$ cat src/rtl/seq_alu_pkg.sv
// rtl/seq_alu_pkg.sv - op codes, FSM states and helpers for the sequential ALU
package seq_alu_pkg;

    typedef enum logic [3:0] {
        OP_ADD   = 4'd0,
        OP_SUB   = 4'd1,
        OP_AND   = 4'd2,
        OP_OR    = 4'd3,
        OP_XOR   = 4'd4,
        OP_SLL   = 4'd5,
        OP_SRL   = 4'd6,
        OP_SRA   = 4'd7,
        OP_SLT   = 4'd8,
        OP_SLTU  = 4'd9,
        OP_MUL   = 4'd10,
        OP_MULHU = 4'd11,
        OP_DIVU  = 4'd12,
        OP_REMU  = 4'd13
    } op_t;

    typedef enum logic [1:0] {
        S_IDLE = 2'd0,
        S_MUL  = 2'd1,
        S_DIV  = 2'd2,
        S_DONE = 2'd3
    } state_t;

    function automatic logic is_multicycle(input logic [3:0] op);
        return (op == OP_MUL) || (op == OP_MULHU) || (op == OP_DIVU) || (op == OP_REMU);
    endfunction

endpackage

$ cat src/rtl/seq_alu_comb.sv
// rtl/seq_alu_comb.sv - single-cycle ALU ops with ADD/SUB carry and overflow
module seq_alu_comb
    import seq_alu_pkg::*;
#(
    parameter int XLEN = 64
) (
    input  logic [3:0]      op,
    input  logic [XLEN-1:0] a,
    input  logic [XLEN-1:0] b,
    output logic [XLEN-1:0] rd,
    output logic            carry,
    output logic            overflow
);

    localparam int SHAMT_W = $clog2(XLEN);

    logic [SHAMT_W-1:0] shamt;
    logic               is_sub;
    logic [XLEN-1:0]    b_eff;
    logic [XLEN:0]      sum;
    logic               carry_into_msb;

    // SUB shares the adder: a + ~b + 1, so carry out of the MSB means no borrow
    assign shamt          = b[SHAMT_W-1:0];
    assign is_sub         = (op == OP_SUB);
    assign b_eff          = is_sub ? ~b : b;
    assign sum            = {1'b0, a} + {1'b0, b_eff} + {{XLEN{1'b0}}, is_sub};
    assign carry_into_msb = a[XLEN-1] ^ b_eff[XLEN-1] ^ sum[XLEN-1];

    // Result select; flags are only meaningful for ADD/SUB, illegal codes give zero
    always_comb begin
        rd       = '0;
        carry    = 1'b0;
        overflow = 1'b0;
        case (op)
            OP_ADD, OP_SUB: begin
                rd       = sum[XLEN-1:0];
                carry    = sum[XLEN];
                overflow = carry_into_msb ^ sum[XLEN];
            end
            OP_AND:  rd = a & b;
            OP_OR:   rd = a | b;
            OP_XOR:  rd = a ^ b;
            OP_SLL:  rd = a << shamt;
            OP_SRL:  rd = a >> shamt;
            OP_SRA:  rd = $signed(a) >>> shamt;
            OP_SLT:  rd = {{(XLEN-1){1'b0}}, ($signed(a) < $signed(b))};
            OP_SLTU: rd = {{(XLEN-1){1'b0}}, (a < b)};
            default: rd = '0;
        endcase
    end

endmodule

$ cat src/rtl/seq_alu.sv
// rtl/seq_alu.sv - handshaked execute ALU with iterative unsigned MUL/DIV
module seq_alu
    import seq_alu_pkg::*;
#(
    parameter int XLEN    = 64,
    parameter int SHAMT_W = $clog2(XLEN)
) (
    input  logic            clk,
    input  logic            rst,
    input  logic            in_valid,
    output logic            in_ready,
    input  logic [3:0]      op,
    input  logic [XLEN-1:0] rs1,
    input  logic [XLEN-1:0] rs2,
    output logic            out_valid,
    input  logic            out_ready,
    output logic [XLEN-1:0] rd,
    output logic            zero_flag,
    output logic            carry_flag,
    output logic            overflow_flag,
    output logic            busy
);

    state_t              state, state_d;
    logic [SHAMT_W-1:0]  cnt;
    logic [3:0]          op_q;
    logic [XLEN-1:0]     acc_hi, acc_lo, opb;
    logic [XLEN-1:0]     acc_hi_d, acc_lo_d;
    logic [XLEN:0]       mul_sum, div_sh, div_diff;
    logic [XLEN-1:0]     comb_rd, mc_rd;
    logic                comb_carry, comb_ovf;
    logic                accept, last_step;

    seq_alu_comb #(.XLEN(XLEN)) u_comb (
        .op       (op),
        .a        (rs1),
        .b        (rs2),
        .rd       (comb_rd),
        .carry    (comb_carry),
        .overflow (comb_ovf)
    );

    assign in_ready  = (state == S_IDLE) && (!out_valid || out_ready);
    assign accept    = in_valid && in_ready;
    assign busy      = (state != S_IDLE);
    assign last_step = (cnt == SHAMT_W'(XLEN - 1));
    assign mc_rd     = ((op_q == OP_MUL) || (op_q == OP_DIVU)) ? acc_lo : acc_hi;

    // One shift-add (MUL) or restoring-subtract (DIV) step on {acc_hi, acc_lo}
    always_comb begin
        mul_sum  = {1'b0, acc_hi} + {1'b0, (acc_lo[0] ? opb : {XLEN{1'b0}})};
        div_sh   = {acc_hi, acc_lo[XLEN-1]};
        div_diff = div_sh - {1'b0, opb};
        acc_hi_d = acc_hi;
        acc_lo_d = acc_lo;
        if (state == S_MUL) begin
            acc_hi_d = mul_sum[XLEN:1];
            acc_lo_d = {mul_sum[0], acc_lo[XLEN-1:1]};
        end else if (state == S_DIV) begin
            if (!div_diff[XLEN]) begin
                acc_hi_d = div_diff[XLEN-1:0];
                acc_lo_d = {acc_lo[XLEN-2:0], 1'b1};
            end else begin
                acc_hi_d = div_sh[XLEN-1:0];
                acc_lo_d = {acc_lo[XLEN-2:0], 1'b0};
            end
        end
    end

    // Next-state logic
    always_comb begin
        state_d = state;
        case (state)
            S_IDLE: begin
                if (accept && is_multicycle(op)) begin
                    state_d = ((op == OP_MUL) || (op == OP_MULHU)) ? S_MUL : S_DIV;
                end
            end
            S_MUL, S_DIV: begin
                if (last_step) begin
                    state_d = S_DONE;
                end
            end
            S_DONE: begin
                if (out_valid && out_ready) begin
                    state_d = S_IDLE;
                end
            end
            default: state_d = S_IDLE;
        endcase
    end

    // State, iteration datapath and output registers; DONE's first cycle writes the result
    always_ff @(posedge clk) begin
        if (rst) begin
            state         <= S_IDLE;
            cnt           <= '0;
            op_q          <= 4'd0;
            acc_hi        <= '0;
            acc_lo        <= '0;
            opb           <= '0;
            out_valid     <= 1'b0;
            rd            <= '0;
            zero_flag     <= 1'b1;
            carry_flag    <= 1'b0;
            overflow_flag <= 1'b0;
        end else begin
            state  <= state_d;
            acc_hi <= acc_hi_d;
            acc_lo <= acc_lo_d;
            case (state)
                S_IDLE: begin
                    if (accept) begin
                        if (is_multicycle(op)) begin
                            op_q      <= op;
                            cnt       <= '0;
                            acc_hi    <= '0;
                            acc_lo    <= rs1;
                            opb       <= rs2;
                            out_valid <= 1'b0;
                        end else begin
                            rd            <= comb_rd;
                            zero_flag     <= (comb_rd == '0);
                            carry_flag    <= comb_carry;
                            overflow_flag <= comb_ovf;
                            out_valid     <= 1'b1;
                        end
                    end else if (out_ready) begin
                        out_valid <= 1'b0;
                    end
                end
                S_MUL, S_DIV: begin
                    cnt <= cnt + SHAMT_W'(1);
                end
                S_DONE: begin
                    if (!out_valid) begin
                        rd            <= mc_rd;
                        zero_flag     <= (mc_rd == '0);
                        carry_flag    <= 1'b0;
                        overflow_flag <= 1'b0;
                        out_valid     <= 1'b1;
                    end else if (out_ready) begin
                        out_valid <= 1'b0;
                    end
                end
                default: ;
            endcase
        end
    end

endmodule
$ cat config.mk
export PLATFORM = sky130hd
export DESIGN_NAME = seq_alu
export DESIGN_NICKNAME = d
export VERILOG_FILES = /design/src/rtl/seq_alu_pkg.sv /design/src/rtl/seq_alu_comb.sv /design/src/rtl/seq_alu.sv
export SDC_FILE = /design/constraint.sdc
export NUM_CORES = 2
export LEC_CHECK = 0
export CAP_MARGIN = 15
export CORE_AREA = 2 2 315 317
export CTS_CLUSTER_SIZE = 24
export DETAILED_ROUTE_END_ITERATION = 8
export DIE_AREA = 0 0 317 319
export SYNTH_ARGS = -nofsm -noshare
export SYNTH_HDL_FRONTEND = slang
export SYNTH_HIERARCHICAL = 1
export SYNTH_SLANG_ARGS = --single-unit
$ cat constraint.sdc
create_clock -name clk -period 7.45 [get_ports clk]
set_clock_uncertainty 0.05 [all_clocks]
set_input_delay 2.235 -clock clk [delete_from_list [all_inputs] [get_ports clk]]
set_output_delay 2.235 -clock clk [all_outputs]
set_load 0.05 [all_outputs]
Word-level counts from Yosys, hierarchy flattened
Cells that the tools add are included.
{ "classes": {"addsub": 5, "magnitude_cmp": 2, "n_eq_ne": 27, "n_shift": 3, "mux": 47, "bitwise": 7, "n_reduce_logical": 24} }
{ "op_table": {"columns": ["cell", "count"], "rows": [
  ["64-bit two-way mux", 17],
  ["64-bit case mux with 9 select lines", 1],
  ["64-bit by 64-bit adder with 65-bit output", 2],
  ["64-bit zero test", 2],
  ["64-bit less-than comparator", 2],
  ["64-bit case mux with 2 select lines", 1],
  ["65-bit by 1-bit adder with 65-bit output", 1],
  ["65-bit by 64-bit subtractor with 65-bit output", 1],
  ["64-bit bitwise AND", 1],
  ["64-bit NOT", 1],
  ["64-bit OR", 1],
  ["64-bit by 6-bit left shift with 64-bit output", 1],
  ["64-bit by 6-bit right shift with 64-bit output", 1],
  ["64-bit by 6-bit >>> shifter with 64-bit output", 1],
  ["64-bit XOR", 1],
  ["4-bit equality test (second input constant)", 8],
  ["4-bit by 3-bit equality test with 1-bit output (second input constant)", 4],
  ["1-bit two-way mux", 16],
  ["6-bit two-way mux", 2],
  ["6-bit case mux with 2 select lines", 1],
  ["2-bit != test (second input constant)", 5],
  ["3-bit AND reduction", 3],
  ["4-bit by 2-bit equality test with 1-bit output (second input constant)", 2],
  ["2-bit two-way mux", 4],
  ["other kinds (19)", 36]
]} }
{ "totals": {"register_bits": 272, "input_bits": 136, "output_inout_bits": 70, "elab_cells": 126} }

Longest topological paths before layout
{ "depth": {"depth_word": 10, "ltp_mapped": 23, "depth_no_buf": 20} }

Hierarchy
Netlist, hierarchy kept.
{ "modules_own_cells": {"columns": ["module", "instances", "cells_each", "area_per_inst_um2", "seq_area_each_um2"], "rows": [
  ["seq_alu", 1, 2911, 21121.5, 5445.2],
  ["seq_alu_comb", 1, 2468, 17625.7, 0.0]
]} }

Worst setup path after synthesis
Ideal clock, no wire load.
{ "synth_timing": {"path_type": "in2reg", "from": "in rs2[2]", "to": "reg zero_flag", "t_arrival_ps": 7187, "setup_slack_ps": 154, "stages": 23, "n_path_buf": 4, "path_cell_list": "clkbuf_1 > inv_2 > buf_1 > buf_1 > clkbuf_1 > xnor2_1 > ha_1 > nor2b_1 > o21ba_2 > o21a_1 > o2111ai_1 > nand2_1 > a211oi_1 > o31ai_1 > nor4b_1 > o31a_1 > or3_1 > nor4_1 > nand4_1 > nor4_1 > nand4_1 > a21oi_1 > a211o_1"} }
{ "synth_via": {"elab_chain_len": 9, "elab_cells_between_ends": 17} }
{ "synth_rtl": {"columns": ["item", "line", "text"], "rows": [
  ["start: declaration", "seq_alu.sv:14", "input logic [XLEN-1:0] rs2,"],
  ["64-bit NOT", "seq_alu_comb.sv:26", "assign b_eff = is_sub ? ~b : b;"],
  ["64-bit two-way mux", "seq_alu_comb.sv:26", null],
  ["64-bit by 64-bit adder with 65-bit output", "seq_alu_comb.sv:27", "assign sum = {1'b0, a} + {1'b0, b_eff} + {{XLEN{1'b0}}, is_sub};"],
  ["65-bit by 1-bit adder with 65-bit output", "seq_alu_comb.sv:27", null],
  ["64-bit case mux with 9 select lines (*)", "seq_alu_comb.sv:35", "case (op)"],
  ["named net comb_rd[58]", "seq_alu.sv:30", "logic [XLEN-1:0] comb_rd, mc_rd;"],
  ["64-bit zero test (*)", "seq_alu.sv:123", "zero_flag <= (comb_rd == '0);"],
  ["1-bit two-way mux (*)", "seq_alu.sv:114", "if (is_multicycle(op)) begin"],
  ["1-bit two-way mux (*)", "seq_alu.sv:113", "if (accept) begin"],
  ["1-bit case mux with 2 select lines (*)", "seq_alu.sv:111", "case (state)"],
  ["end signal: assignment", "seq_alu.sv:123", null],
  ["end signal: assignment", "seq_alu.sv:138", "zero_flag <= (mc_rd == '0);"],
  ["end: declaration", "seq_alu.sv:18", "output logic zero_flag,"]
]} }
The timed path passes the listed nets; every way through them passes the cells marked *. The select of a mux whose other input is x is not followed.
A chain may end at the register's enable or synchronous reset.

Worst setup path in the final report
{ "layout_timing": {"from": "in op[3]", "to": "reg zero_flag"} }
{ "layout_via": {"elab_chain_len": 9, "elab_cells_between_ends": 28} }
{ "layout_rtl": {"columns": ["item", "line", "text"], "rows": [
  ["start: declaration", "seq_alu.sv:12", "input logic [3:0] op,"],
  ["4-bit by 1-bit equality test with 1-bit output", "seq_alu_comb.sv:25, seq_alu_comb.sv:35", null],
  ["64-bit two-way mux", "seq_alu_comb.sv:26", null],
  ["64-bit by 64-bit adder with 65-bit output", "seq_alu_comb.sv:27", null],
  ["65-bit by 1-bit adder with 65-bit output", "seq_alu_comb.sv:27", null],
  ["64-bit case mux with 9 select lines (*)", "seq_alu_comb.sv:35", null],
  ["named net comb_rd[46]", "seq_alu.sv:30", null],
  ["64-bit zero test (*)", "seq_alu.sv:123", null],
  ["1-bit two-way mux (*)", "seq_alu.sv:114", null],
  ["1-bit two-way mux (*)", "seq_alu.sv:113", null],
  ["1-bit case mux with 2 select lines (*)", "seq_alu.sv:111", null]
]} }
Marked as above.

==> impl_metrics.ini <==
[status]
outcome = complete, but fails checks
violations = design-rule violations

[place]
pre_cts_ws_ns = -0.887
buffer_ports.inserted = 205
dp_cells = 6965
post_placement_cell_area_um2 = 44700
dp_hpwl_mm = 151
place.gp.congestion = 1.07

[flow_run]
cap_violations = 0

[sta]
timing.final.max_slew_violations = 0
hold_violations_final = 0
fin_worst_hold_slack_ns = 0.418
max-slew-margin-rel_pct = 6.74
final.setup.worst_slack_ns = 0.152
achievable_frequency_mhz = 137
transition_time_at_the_pin_with_the_least_slew_margin_ns = 1.39
layout_worst_path_cycle_share_pct = 98.0
layout_min_cycle_time_ns = 7.30
timing.final.setup_violations = 0

[critical_path]
worst_setup_path_startpoint = op[3]
worstSetupEndpointType = register
r2r_startpoint = acc_lo[0]
worstSetupPathDepth = 25
reg2reg_to = acc_hi[61]
crit_top_cell = buf_4
cp.arrival_ns = 7.79
worst_setup_path_endpoint = zero_flag
slack_of_the_worst_reg_to_reg_path_ns = 2.49
crit_required_ns = 7.94
cp.buffers_inverters = 6
timing.critical_path.max_delay_family = simple AND/OR/NAND/NOR gates
crit_path_max_incr_delay_ns = 0.47
worstSetupPathType = in2reg
cp_max_fo = 5
worst_r2r_path_depth = 17
cp_slowest_cell = clkdlybuf4s50_1
worst_setup_path_start_kind = primary input

[floorplan]
io_pins = 206
standard_cell_core_area_um2 = 97700
initial_utilization_pct = 39.7
dieArea_um2 = 101000
floorplan.die.width_um = 317
die_h_um = 319
std_cell_rows = 115

[yosys]
synth_largest_type_area_fraction_pct = 14.1
most_common_library_cells_after_synthesis = 654 x nand2_1, 584 x a21oi_1, 583 x nor2_1
most_area_hungry_cell_type_in_the_yosys_netlist = dfxtp_1
synthesis.yosys.warnings = 6
synthCells = 5379
syn-num-nets = 5908
synth-main-ff-cell = dfxtp_1
synth-seq-area-share_pct = 14.1
asyncSetResetFlopFracSynth_pct = 0
synth_seq_cells = 272
yosys.cell_count.top_type = nand2_1
cell_area_after_synthesis_um2 = 38700
synthTopCellsByArea = dfxtp_1 14%, ha_1 13%, a21oi_1 7.5%, mux2i_1 6.8%, mux4_2 6.6%
synth_cell_type_count = 108
avgSynthCellArea_um2 = 7.20
number_of_synthesized_flops_with_an_enable_pin = 0

[grt]
grt_pass1_vias = 40900
global_route.overflow_total = 0
grt_pass1_wl_mm = 271
grt_max_degree = 139
antenna_found_initial = 8
grt_use_total_pct = 35.8

[final_layout]
regArea_um2 = 5450
layout_area_overhead_pct = 18.3
final_area_um2 = 45900
fin_cells = 7022
drive_above_1_share_pct = 13.3
area_of_the_multi_input_gates_um2 = 30900
layout.core_utilization_pct = 46.9
fin_nets = 6240
nFillCells = 10100

[power_and_ir_drop]
ir_drop_mv = 0.758
powerDensity_nw_per_um2 = 284
cellLeakagePower_uw = 0.0195

[drt]
first_pass_iters = 9
top_layer = met5
ant_nets = 0
m1WireLength_mm = 77.5
detail_route.wirelength_mm = 188
dr_wl_met3_mm = 15.1
avgViaCountPerCell = 6.18
drt-wirelength-per-cell_um = 26.8
vias = 43400
dr_wl_met2_mm = 84.4
drc = 2
drtIter0Drc = 4740

[cts]
clk_root_buffer_cell = clkbuf_16
cts_buffers = 29
clkLatencyLatePin_ns = 0.59
clock_tree_from_tritoncts = done
clock_tree.buffer_depth = 3
clock-sinks = 272
ctsHtreeMaxLevel = 1
clkSlewWorstSetupHoldPaths_ns = 0.08
cts-hold-fix-buffers = 0

[hold_path]
holdCritPathClass = reg2reg
## logic make-up after synthesis
family                     Yosys count  synth area share, %
DFF                                272                 14.1
and+or+nand+nor                   1702                 19.3
buffers and inverters              675                 6.75
xor gates and xnor gates           236                 5.35
muxes                              391                 13.8
adders and majority gates          393                 12.7
AOI/OAI and AO/OA                 1710                 28.0
## timing repair
action                     4_1_cts  5_1_grt
gates resized for setup          4       27
setup buffers                    0        2
setup endpoints to repair        1        1
pin swaps                        0       14
## placed cells by master (no fill, tap or decap), drive strengths merged, types with 15 or more instances in the layout
master	netlist	routed
inv	287	292
or3	26	26
nor2b	18	18
xnor2	167	167
a21o	115	115
a31oi	29	29
nor3	82	82
clkbuf	289	32
clkdlybuf4s50	0	198
o31ai	37	37
o21bai	47	47
mux2i	265	265
a211oi	125	125
o221ai	24	24
buf	97	489
and2	79	79
a221oi	37	37
nand2	655	655
o22ai	47	47
o21a	28	28
o2111ai	15	15
ha	390	390
and3	17	17
a21oi	589	589
nor2	583	583
o21ai	374	374
nand3	67	67
dfxtp	272	272
nand4	73	73
o211ai	84	84
nor4	37	37
xor2	69	69
nand2b	24	24
a221o	17	17
mux4	113	113
a22oi	40	40
## power by group
part | switching, uW | internal (uW)
clock network | 700 | 846
logic | 5850 | 3530
registers | 393 | 1700
## final cells by class
type                       count  share of cell area, %
multi-input combinational   4432                   67.5
timing repair buffer         687                   12.6
sequential                   272                   11.9
tap                         1287                   3.51
inverter                     289                   2.37
clock buffer                  32                   1.65
clock inverter                20                  0.467
antenna                        3                 0.0164
## worst min-delay path by stage
stage                     depth (start not counted)  slack [ns]      end     from
after detailed placement                          2        0.41  op_q[0]  op_q[0]
final                                             2        0.42   opb[6]   opb[6]
after global routing                              2        0.44   opb[6]   opb[6]
after global placement                            2        0.40  op_q[0]  op_q[0]
after floorplan                                   2        0.38  op_q[0]  op_q[0]
after CTS                                         2        0.42   opb[6]   opb[6]
## state kept, by name (all words and copies together) (netlist names), 2 cells and up
register and count:
cnt 6, op_q 4, acc_hi 64, state 2, acc_lo 64, opb 64, rd 64
## per-layer routing
metal	global-route usage, %	up-vias
met1	46.7	20900
met3	5.47	369
met5	0	-
met4	16.9	6
li1	-	20100
met2	57.6	2027
## worst reg2reg max path: stages, from the launching register on
cell      delay (ns)
dfxtp_2         0.31
buf_4           0.49
and2_1          0.22
ha_1            0.22
inv_1           0.07
fa_1            0.42
nor2b_1         0.16
o211ai_1        0.16
a21oi_1         0.38
o21ai_1         0.20
a21oi_1         0.35
a41oi_2         0.29
o21ai_4         0.29
a31oi_2         0.17
a211oi_2        0.36
a41oi_2         0.26
and4b_1         0.29
nor4_2          0.18
## per-stage QoR
| step | TNS (ns) | total power (uW) |
|---|---|---|
| after detailed placement | -1.00 | 11300 |
| after global routing | -0.00342 | 13900 |
| final | 0 | 13000 |
| after floorplan | 0 | 8590 |
| after global placement | -0.883 | 11300 |
| after CTS | 0 | 12900 |
No activity file was read; power rests on OpenSTA's default activity.
